[src/rtl/hex_display_scanner_pkg.sv]
// Shared constants for the hex display scanner and its helpers.
// Nibble width, default digit count and the all-off anode pattern.
package hex_display_scanner_pkg;

  localparam int NIB_W      = 4;
  localparam int DIGITS_DEF = 4;
  localparam int MAX_DIGITS = 8;

  // Active-low anodes: all ones turns every digit off.
  function automatic logic [MAX_DIGITS-1:0] an_all_off();
    return '1;
  endfunction

endpackage

[src/rtl/hex_display_scanner_scan_timer.sv]
// Refresh counter plus digit index for the display scanner.
// Ports: clk_i, rst_i (sync, high) -> idx_o, frame_start_o.
module scan_timer #(
  parameter int DIGITS      = 4,
  parameter int REFRESH_DIV = 50000,
  localparam int CW = $clog2(REFRESH_DIV),
  localparam int IW = $clog2(DIGITS)
) (
  input  logic          clk_i,
  input  logic          rst_i,
  output logic [IW-1:0] idx_o,
  output logic          frame_start_o
);

  logic [CW-1:0] cnt_q, cnt_d;
  logic [IW-1:0] idx_q, idx_d;
  logic          tc;

  assign tc = (cnt_q == CW'(REFRESH_DIV - 1));

  always_comb begin
    cnt_d = tc ? '0 : cnt_q + CW'(1);
    idx_d = idx_q;
    if (tc) begin
      idx_d = (idx_q == IW'(DIGITS - 1)) ? '0 : idx_q + IW'(1);
    end
  end

  always_ff @(posedge clk_i) begin
    if (rst_i) begin
      cnt_q <= '0;
      idx_q <= '0;
    end else begin
      cnt_q <= cnt_d;
      idx_q <= idx_d;
    end
  end

  // First cycle of digit 0: after a wrap or straight out of reset.
  assign idx_o         = idx_q;
  assign frame_start_o = (idx_q == '0) && (cnt_q == '0);

endmodule

[src/rtl/hex_display_scanner.sv]
// Time-multiplexes a hex value onto a common-anode 7-segment bank.
// Ports: clk, rst, load, value, dp, en, blank_lz -> nibble, an_n, dp_n, frame_tick, pending.
module hex_display_scanner
  import hex_display_scanner_pkg::*;
#(
  parameter int DIGITS      = DIGITS_DEF,
  parameter int REFRESH_DIV = 50000,
  localparam int IW = $clog2(DIGITS)
) (
  input  logic                    clk,
  input  logic                    rst,
  input  logic                    load,
  input  logic [NIB_W*DIGITS-1:0] value,
  input  logic [DIGITS-1:0]       dp,
  input  logic                    en,
  input  logic                    blank_lz,
  output logic [NIB_W-1:0]        nibble,
  output logic [DIGITS-1:0]       an_n,
  output logic                    dp_n,
  output logic                    frame_tick,
  output logic                    pending
);

  localparam logic [DIGITS-1:0] AN_OFF = DIGITS'(an_all_off());

  logic [IW-1:0] idx;
  logic          frame_start;

  scan_timer #(
    .DIGITS      (DIGITS),
    .REFRESH_DIV (REFRESH_DIV)
  ) u_timer (
    .clk_i         (clk),
    .rst_i         (rst),
    .idx_o         (idx),
    .frame_start_o (frame_start)
  );

  logic [NIB_W*DIGITS-1:0] act_q, act_d, shd_q, shd_d;
  logic [DIGITS-1:0]       adp_q, adp_d, sdp_q, sdp_d;
  logic                    pend_q, pend_d;
  logic [NIB_W-1:0]        nib_q, nib_d;
  logic [DIGITS-1:0]       an_q, an_d;
  logic                    dpn_q, dpn_d;
  logic                    tick_q;
  logic [IW-1:0]           hi;
  logic                    lit;

  // A load on the boundary bypasses the shadow so it shows this frame.
  always_comb begin
    act_d  = act_q;
    adp_d  = adp_q;
    shd_d  = load ? value : shd_q;
    sdp_d  = load ? dp : sdp_q;
    pend_d = load ? 1'b1 : pend_q;
    if (frame_start) begin
      pend_d = 1'b0;
      if (load) begin
        act_d = value;
        adp_d = dp;
      end else if (pend_q) begin
        act_d = shd_q;
        adp_d = sdp_q;
      end
    end
  end

  // Highest non-zero nibble; all-zero leaves digit 0 as the top.
  always_comb begin
    hi = '0;
    for (int k = 1; k < DIGITS; k++) begin
      if (act_d[k*NIB_W +: NIB_W] != '0) hi = IW'(k);
    end
  end

  assign lit = en && !(blank_lz && (idx > hi));

  always_comb begin
    nib_d = act_d[{idx, 2'b00} +: NIB_W];
    an_d  = AN_OFF;
    if (lit) an_d[idx] = 1'b0;
    dpn_d = !(lit && adp_d[idx]);
  end

  always_ff @(posedge clk) begin
    if (rst) begin
      act_q  <= '0;
      adp_q  <= '0;
      shd_q  <= '0;
      sdp_q  <= '0;
      pend_q <= 1'b0;
      nib_q  <= '0;
      an_q   <= AN_OFF;
      dpn_q  <= 1'b1;
      tick_q <= 1'b0;
    end else begin
      act_q  <= act_d;
      adp_q  <= adp_d;
      shd_q  <= shd_d;
      sdp_q  <= sdp_d;
      pend_q <= pend_d;
      nib_q  <= nib_d;
      an_q   <= an_d;
      dpn_q  <= dpn_d;
      tick_q <= frame_start;
    end
  end

  assign nibble     = nib_q;
  assign an_n       = an_q;
  assign dp_n       = dpn_q;
  assign frame_tick = tick_q;
  assign pending    = pend_q;

endmodule

[config.mk]
export PLATFORM = sky130hd
export DESIGN_NAME = hex_display_scanner
export DESIGN_NICKNAME = d
export VERILOG_FILES = /design/src/rtl/hex_display_scanner_pkg.sv /design/src/rtl/hex_display_scanner_scan_timer.sv /design/src/rtl/hex_display_scanner.sv
export SDC_FILE = /design/constraint.sdc
export NUM_CORES = 1
export LEC_CHECK = 0
export CAP_MARGIN = 20
export CORE_MARGIN = 4
export CORE_UTILIZATION = 40
export DETAILED_ROUTE_END_ITERATION = 8
export DONT_BUFFER_PORTS = 1
export GPL_TIMING_DRIVEN = 0
export PLACE_DENSITY_LB_ADDON = 0.05
export SYNTH_ARGS = -nofsm -noshare
export SYNTH_HDL_FRONTEND = slang
export SYNTH_SLANG_ARGS = --single-unit
export TNS_END_PERCENT = 50
[constraint.sdc]
create_clock -name clk -period 8.44 [get_ports clk]
set_input_delay 0.422 -clock clk [delete_from_list [all_inputs] [get_ports clk]]
set_output_delay 0.422 -clock clk [all_outputs]
set_load 0.05 [all_outputs]
==> results_dict.tcl, run 1 <==
set metrics [dict create \
    timing.hold.ws_ns 0.227 \
    cts_sinks 69 \
    syn_avg_cell_area_sq_um 8.35 \
    grtUsageMet1_pct 26.4 \
    finalHoldViolations 0 \
    synthFlopType "dfxtp_1" \
    yosys_warnings 0 \
    setup_tns_ns 0 \
    die_area_sq_um 9740 \
    fin_crit_ns 4.06 \
    postCtsSetupRepairBufs 0 \
    synthAdderAreaFrac_pct 3.04 \
    power_switching_mw 0.223 \
    grt_use_met3_pct 3.82 \
    routedWlPerCell_um 17.4 \
    antenna_found_initial 0 \
    p_int_mw 0.551 \
    synth-xor-area-share_pct 3.73 \
    first_pass_iters 6 \
    cp.arrival_ns 4.28 \
    p_leak_nw 1.38 \
    cts-root-buf "clkbuf_8" \
    async_reset_ff_share_pct 0 \
    synth-edff-count 0 \
    die_h_um 98.7 \
    yosysUniqueCellTypes 50 \
    worstRegToRegCells 12 \
    clk_path_buf_depth 2 \
    whs_path_depth 2 \
    critPathKind "flop to flop" \
    yosysTopAreaCell "dfxtp_1" \
    dp_hpwl_um 6430 \
    vias_per_cell 5.52 \
    synth_top_family_by_area "simple AND/OR/NAND/NOR gates" \
    ant_nets 0 \
    syn_area_sq_um 3290 \
    synth_top_area_share_pct 42.0 \
    synth_cells 394 \
    clock_latency_ns 0.34 \
    grt_pass1_vias 2748 \
    ios 36 \
    slew_headroom_pct 51.1 \
    top_usage_layer "met2" \
    crit_path_max_fanout 10 \
    hold_path_class "input pin to flop" \
    end_kind "flop" \
    worstMarginPinSlew_ns 0.733 \
    ctsResizeCount 0 \
    setup.worst_path.start_class "flop" \
    seq_power_share_pct 47.5 \
    num-nets-final 438 \
    diodes 0 \
    syn_to_final_growth_pct 10.4 \
    synthSimpleGateAreaFrac_pct 23.8 \
    fillCellCount 826 \
    grt_max_degree 13 \
    grt_pass1_wl_um 14400 \
    ys_top_cells_by_count "dfxtp_1 (69), nor2_1 (56), nand2_1 (38), mux2i_1 (22), a21oi_1 (21)" \
    ys_seq_area_share_pct 42.0 \
    fin_crit_sh_pct 48.1 \
    start_util_pct 41.9 \
    synth_compound_area_share_pct 16.0 \
    cts_made_buffers 9 \
    fmaxAchievable_mhz 246 \
    peakVddDrop_mv 0.0783 \
    r2r_slack_ns 4.38 \
    die_x_um 98.7 \
    htreeDepth 3 \
    drt-initial-drc-count 196 \
    worstPathRequired_ns 8.66 \
    grt_use_met2_pct 28.7 \
    status "finished, final reports clean" \
    path_clk_slew_ns 0.08 \
    vias 2826 \
    core_area_sq_um 7850 \
    remaining_drc_errors 0 \
    postCtsHoldBufs 0 \
    core.rowCount 32 \
    yosys.cell_count.top_type "dfxtp_1" \
    slew_viol_final 0 \
    finalSetupViolCount 0 \
    wl_um 8930 \
    cts_tree "built" \
    drive_above_1_share_pct 6.34 \
    maxCapViolations 0 \
    switching_share_pct 28.8 \
    grt_usage_pct 18.9 \
    pwr_density_cell_nw_per_um2 213 \
    clock_power_share_pct 38.0 \
    ys_top_cells_by_area "dfxtp_1 (42%), mux2i_1 (6.7%), nor2_1 (6.4%)" \
    synthMuxAreaShare_pct 7.38 \
    grt_setup_unrepaired "false" \
    comb_power_share_pct 14.5 \
    synth_nets 427 \
    gp_congestion 0.827 \
    overflow 0 \
    port_buffers 0 \
    ys_seq_elements 69 \
    skew_ns 0.00742 \
]
## sequential cells by signal (all words and copies together), names as in the netlist
register	count
act_q	16
adp_q	4
an_n	4
dp_n	1
frame_tick	1
nibble	4
pending	1
sdp_q	4
shd_q	16
u_timer.cnt_q	16
u_timer.idx_o	2
## layout by cell type (no fill, tap or decap), drive strengths merged, types with 2 or more instances in the layout
| master | n |
|---|---|
| o221ai | 4 |
| and3 | 8 |
| clkbuf | 24 |
| clkinv | 4 |
| and2 | 7 |
| nor2 | 57 |
| nor2b | 8 |
| a31oi | 4 |
| clkinvlp | 2 |
| or3 | 2 |
| a32oi | 6 |
| mux2 | 2 |
| and3b | 2 |
| inv | 10 |
| a211oi | 3 |
| o21ai | 20 |
| bufinv | 2 |
| ha | 8 |
| a41oi | 3 |
| nor3 | 7 |
| buf | 7 |
| a21o | 4 |
| nand2b | 3 |
| xor2 | 9 |
| nand2 | 38 |
| mux2i | 22 |
| dfxtp | 69 |
| or4 | 4 |
| a21oi | 22 |
| xnor2 | 5 |
| nand3 | 20 |
| a211o | 2 |
| o211ai | 3 |
| nand4 | 3 |
| nor4 | 4 |
## stage by stage
stage / area [sq um] / util [%] / instances / power, mW / worst slack [ns]
final: 3630 / 46.3 / 512 / 0.774 / 4.38
after CTS: 3630 / 46.3 / 512 / 0.781 / 4.46
after global placement: 3420 / 43.6 / 496 / 0.485 / 4.50
after floorplan: 3290 / - / 394 / 0.455 / 5.12
after detailed placement: 3420 / 43.6 / 496 / 0.487 / 4.48
after global routing: 3630 / 46.3 / 512 / 0.811 / 4.16
## per-layer routing
layer | share of wire [%] | up-vias
met2 | 46 | 63
li1 | - | 1409
met4 | 1.5 | 0
met5 | 0 | -
met1 | 47 | 1346
met3 | 5.7 | 8
## area by class of cell
type	count	area, sq um	area share, %
Buffer	22	91.3	2.51
Sequential cell	69	1380	38.0
Clock inverter	7	90.1	2.48
Multi-Input combinational cell	292	1780	48.9
Clock buffer	9	124	3.41
Inverter	11	41.3	1.14
Tap cell	102	128	3.51
## final timing paths
path	start	endpoint
worst max register to register	u_timer.cnt_q[8]	dp_n
worst max-delay path	u_timer.cnt_q[8]	dp_n
worst min-delay path	dp[0]	sdp_q[0]
worst min register to register	shd_q[14]	shd_q[14]
## critical path, stage by stage (launching register included)
cell and delay [ns]:
dfxtp_1 0.36, nor4_1 0.49, nand4_1 0.58, nor2_4 0.42, buf_2 0.32, mux2i_1 0.37, nand4_1 0.18, and3b_1 0.30
ha_1 0.25, nor2b_1 0.13, o211ai_1 0.14, and3b_1 0.28, o211ai_1 0.12
## power groups by stage
stage               combinational, mW  sequential (mW)  clock [mW]
floorplan                      0.0831            0.372           0
global placement                0.111            0.375           0
detailed placement              0.112            0.375           0
CTS                             0.112            0.368       0.302
global route                    0.126            0.370       0.315
finish                          0.112            0.368       0.294
## cell families (layout without fill, tap and decap cells)
kind of cell / count (synthesis) / after routing
and+or+nand+nor: 165 / 165
AOI/OAI and AO/OA: 81 / 81
DFF: 69 / 69
buffers and inverters: 33 / 49
muxes: 24 / 24
xor gates and xnor gates: 14 / 14
adders and majority gates: 8 / 8
No activity file was read; power rests on OpenSTA's default activity.
==> run 2: changes to the inputs <==
Clock period 8.44 ns to 4 ns, I/O delays scaled along.
==> run 2 against run 1 <==
Against the previous run: sequential power rose by 110%; critical path depth rose by 1; combinational power increased by 130%; setup slack worse by 4.1 ns; non-clock buffer count is 10 higher; highest routed layer unchanged; final cell count rose by 2.0%; wire length grew 1.1%; die area is the same; design area is 2.8% higher; clock power up 110%; first-iteration DRC count shrank 6.1%; power is 110% higher.
==> results_dict.tcl, run 2 (same netlist as run 1, synthesis figures left out) <==
set metrics [dict create \
    status "finished, final reports clean" \
    r2r_slack_ns 0.24 \
    crit_chain "or4_1 -> or4_1 -> buf_4 -> nor2_4 -> buf_4 -> mux2i_2 -> nand4_1 -> and3b_1 -> ha_1 -> nor2b_1 -> o211ai_1 -> and3b_2 -> o211ai_1" \
    core_area_sq_um 7850 \
    slew_headroom_pct 49.9 \
    skew_ns 0.00645 \
    slowest_delay_ns 0.57 \
    cts_tree "built" \
    hold_path_class "input pin to flop" \
    cts-root-buf "clkbuf_8" \
    gp_congestion 0.827 \
    final_area_sq_um 3730 \
    worstMarginPinSlew_ns 0.751 \
    clk_path_buf_depth 2 \
    clock_latency_ns 0.34 \
    drive_above_1_share_pct 7.38 \
    die_h_um 98.7 \
    cts_made_buffers 9 \
    core.rowCount 32 \
    remaining_drc_errors 0 \
    ant_nets 0 \
    antenna_found_initial 0 \
    cts_sinks 69 \
    finalSetupViolCount 0 \
    drt-initial-drc-count 184 \
    slew_viol_final 0 \
    grt_pass1_wl_um 14600 \
    num-nets-final 448 \
    whs_path_depth 2 \
    finalHoldViolations 0 \
    slowest_stage "or4_1" \
    port_buffers 0 \
    crit_buf_inv 2 \
    die_x_um 98.7 \
    grt_pass1_vias 2800 \
    holdPathEnd "shd_q[6]" \
    wl_um 9020 \
    vias 2867 \
    crit_path_max_fanout 10 \
    dpl_cell_area_sq_um 3420 \
    fmaxAchievable_mhz 266 \
    crit_family "simple AND/OR/NAND/NOR gates" \
    fillCellCount 820 \
    critPathKind "flop to flop" \
    layout_common_cells "dfxtp_1 (69), nor2_1 (56), nand2_1 (38), mux2i_1 (21), a21oi_1 (21)" \
    timing.rr.end "dp_n" \
    setup.worst_path.start_class "flop" \
    worstPathRequired_ns 4.22 \
    cp.arrival_ns 3.98 \
    ios 36 \
    start_util_pct 41.9 \
    dp_hpwl_um 6430 \
    path_clk_slew_ns 0.08 \
    timing.rr.start "u_timer.cnt_q[10]" \
    multi_input_area_sq_um 1780 \
    p_leak_nw 1.42 \
    diodes 0 \
    grt_max_degree 13 \
    end_kind "flop" \
    routedWlPerCell_um 17.3 \
    hp-start "value[6]" \
    die_area_sq_um 9740 \
    htreeDepth 3 \
    peakVddDrop_mv 0.166 \
    pwr_density_cell_nw_per_um2 442 \
    first_pass_iters 4 \
    grt_setup_unrepaired "false" \
    mostFrequentLayoutCell "dfxtp_1" \
    setup_tns_ns 0 \
    overflow 0 \
    syn_to_final_growth_pct 13.4 \
    reg.largest.list "act_q (16), shd_q (16), u_timer.cnt_q (16)" \
    worstRegToRegCells 13 \
    ff_latch_area_sq_um 1380 \
    fin_crit_sh_pct 94.0 \
    vias_per_cell 5.49 \
    grt_usage_pct 19.2 \
    fin_crit_ns 3.76 \
    maxCapViolations 0 \
]
==> run 2: cell count changes in the layout (fill, tap and decap cells not counted) <==
| cell | change |
|---|---|
| and3b_1 | -1 |
| mux2i_2 | +1 |
| and3b_2 | +1 |
| buf_4 | +4 |
| dlygate4sd3_1 | +7 |
| mux2i_1 | -1 |
| buf_2 | -1 |
==> run 2: through the flow <==
| step | power (mW) | utilization (%) | instances | setup WS, ns | hold WS [ns] |
|---|---|---|---|---|---|
| 2_1_floorplan | 0.960 | - | 394 | 0.678 | 0.347 |
| 3_3_place_gp | 1.02 | 43.6 | 496 | 0.0573 | 0.355 |
| 3_5_place_dp | 1.03 | 43.6 | 496 | 0.0361 | 0.361 |
| 4_1_cts | 1.65 | 47.2 | 519 | 0.0166 | 0.00243 |
| 5_1_grt | 1.73 | 47.6 | 522 | 0.0203 | 0.0248 |
| 6_report | 1.65 | 47.6 | 522 | 0.238 | 0.0174 |
==> run 2: worst max path at each step <==
stage	start	to	slack (ns)	depth (start not counted)
finish	u_timer.cnt_q[10]	dp_n	0.24	13
global route	u_timer.cnt_q[11]	dp_n	0.02	13
CTS	u_timer.cnt_q[11]	dp_n	0.02	13
detailed placement	u_timer.cnt_q[11]	dp_n	0.04	13
global placement	u_timer.cnt_q[11]	dp_n	0.06	13
floorplan	u_timer.cnt_q[11]	dp_n	0.68	13
==> run 2: area by class of cell <==
type,count,share of cell area [%]
multi-input combinational,292,47.7
sequential,69,37.0
tap,102,3.42
clock buffer,9,3.32
buffer,22,2.51
timing repair buffer,10,2.48
clock inverter,7,2.41
inverter,11,1.11
==> run 2: worst register-to-register path, stage by stage (launching register included) <==
cell      delay, ns
dfxtp_1        0.33
or4_1          0.57
or4_1          0.42
buf_4          0.20
nor2_4         0.25
buf_4          0.25
mux2i_2        0.30
nand4_1        0.16
and3b_1        0.29
ha_1           0.25
nor2b_1        0.13
o211ai_1       0.14
and3b_2        0.25
o211ai_1       0.09
==> run 2: where the power goes <==
part	leakage (nW)	internal (mW)	switching (mW)	total, mW
Clock	0.105	0.347	0.273	0.621
Sequential	0.565	0.726	0.0498	0.776
Combinational	0.754	0.101	0.151	0.253
Total	1.42	1.18	0.474	1.65
==> run 2: repair_timing <==
action / 4_1_cts / 5_1_grt
resized for setup: 0 / 4
buffers inserted: 0 / 3
hold buffers: 7 / 0
setup endpoints to repair: 0 / 5
endpoints found under the hold margin: 7 / 0
==> run 2: per-layer routing <==
layer | GRT usage [%] | routed length, um | up-vias
li1 | - | - | 1430
met3 | 3.61 | 486 | 11
met5 | 0 | 0 | -
met1 | 26.8 | 4320 | 1362
met4 | 7.46 | 159 | 0
met2 | 29.2 | 4060 | 64
==> run 3: changes to the inputs <==
Settings changed: RECOVER_POWER set to 100.
==> run 3 against run 2 <==
Against the previous run: final cell count stayed put; via count is 0.77% higher; power hardly changed; die area stayed put; setup slack worse by 0.016 ns; clock power hardly changed; global-route usage stayed put; highest routed layer unchanged.
==> results_dict.tcl, run 3 (same netlist as run 1, synthesis figures left out) <==
set metrics [dict create \
    die_x_um 98.7 \
    die_h_um 98.7 \
    finalSetupViolCount 0 \
    slowest_stage "dfxtp_1" \
    dpl_cell_area_sq_um 3420 \
    setup_tns_ns 0 \
    ant_nets 0 \
    mostFrequentLayoutCell "dfxtp_1" \
    core.rowCount 32 \
    final_cell_count_no_fill 522 \
    clk_path_buf_depth 2 \
    cts_made_buffers 9 \
    worstMarginPinSlew_ns 0.752 \
    drive_above_1_share_pct 6.90 \
    r2r_slack_ns 0.22 \
    gp_congestion 0.827 \
    reg.largest.list "act_q (16), shd_q (16), u_timer.cnt_q (16)" \
    path_clk_slew_ns 0.07 \
    maxCapViolations 0 \
    ios 36 \
    end_kind "flop" \
    antenna_found_initial 0 \
    port_buffers 0 \
    setup.worst_path.start_class "flop" \
    hold_path_class "input pin to flop" \
    grt_setup_unrepaired "false" \
    htreeDepth 3 \
    grt_pass1_wl_um 14600 \
    syn_to_final_growth_pct 13.2 \
    cp.arrival_ns 4.00 \
    cpMostUsedCell "o211ai_1" \
    layout_common_cells "dfxtp_1 (69), nor2_1 (56), nand2_1 (38), mux2i_1 (21), a21oi_1 (21)" \
    p_leak_nw 1.42 \
    crit_chain "clkbuf_1 -> nor2_1 -> o32a_1 -> a211oi_1 -> and3_1 -> and3b_1 -> ha_1 -> nor2b_1 -> o211ai_1 -> and3b_2 -> o211ai_1" \
    timing.hold.ws_ns 0.0149 \
    place_ws_ns 0.0361 \
    num-nets-final 448 \
    vias 2889 \
    slew_viol_final 0 \
    slowest_delay_ns 0.73 \
    grt_max_degree 13 \
    cts-root-buf "clkbuf_8" \
    dp_hpwl_um 6430 \
    post-place-cells 496 \
    remaining_drc_errors 0 \
    whs_path_depth 2 \
    vias_per_cell 5.53 \
    grt_usage_pct 19.2 \
    first_pass_iters 4 \
    worst_slack_ns 0.223 \
    cts_sinks 69 \
    finalHoldViolations 0 \
    status "finished, final reports clean" \
    power_mw 1.65 \
    worstRegToRegCells 11 \
    diodes 0 \
    fmaxAchievable_mhz 265 \
    utilization_pct 47.5 \
    slew_headroom_pct 49.9 \
    skew_ns 0.00597 \
    crit_path_max_fanout 10 \
    fin_crit_ns 3.78 \
    die_area_sq_um 9740 \
    clock_latency_ns 0.34 \
    overflow 0 \
    grt_pass1_vias 2800 \
    routedWlPerCell_um 17.3 \
    pwr_density_cell_nw_per_um2 443 \
    start_util_pct 41.9 \
    critPathKind "flop to flop" \
    core_area_sq_um 7850 \
    fin_crit_sh_pct 94.4 \
    final_area_sq_um 3720 \
    wl_um 9030 \
    worstPathRequired_ns 4.22 \
    peakVddDrop_mv 0.166 \
    drt-initial-drc-count 182 \
    cts_tree "built" \
]
run 3: cell types whose count changed in the layout (fill, tap and decap cells not counted), sizes merged:
cell | before | now
clkbuf | 24 | 28
buf | 10 | 6
run 3: where the power goes:
part           internal (mW)  switching (mW)  total, mW
combinational          0.101           0.151      0.251
sequential             0.726          0.0497      0.776
clock                  0.347           0.274      0.621
total                   1.17           0.474       1.65
run 3: worst paths after layout:
path,start,end
worst min register to register,shd_q[14],shd_q[14]
worst max-delay path,pending,dp_n
worst max register to register,pending,dp_n
worst min-delay path,value[5],shd_q[5]
run 3: per-layer routing:
layer | up-vias | global-route usage, % | routed length [um]
li1 | 1426 | - | -
met1 | 1382 | 26.8 | 4240
met2 | 71 | 29.2 | 4130
met3 | 10 | 3.61 | 488
met4 | 0 | 7.46 | 168
met5 | - | 0 | 0
run 3: area by class of cell:
cell class | count | area [sq um]
tap | 102 | 128
sequential | 69 | 1380
clock buffer | 9 | 124
fill | 822 | 4120
buffer | 22 | 90.1
inverter | 11 | 41.3
clock inverter | 7 | 90.1
timing repair buffer | 10 | 92.6
multi-input combinational | 292 | 1780
run 3: timing repair:
| item | CTS | global route |
|---|---|---|
| gates resized for setup | 0 | 4 |
| setup buffers | 0 | 3 |
| hold buffers | 7 | 0 |
| hold endpoints to repair | 7 | 0 |
| setup endpoints to repair | 0 | 5 |
run 3: critical path, delay by kind of cell (launching register included):
kind / cells / cell delay, ns
and+or+nand+nor: 5 / 1.17
AOI/OAI and AO/OA: 4 / 0.89
DFF: 1 / 0.73
buffers and inverters: 1 / 0.60
adders and majority gates: 1 / 0.25
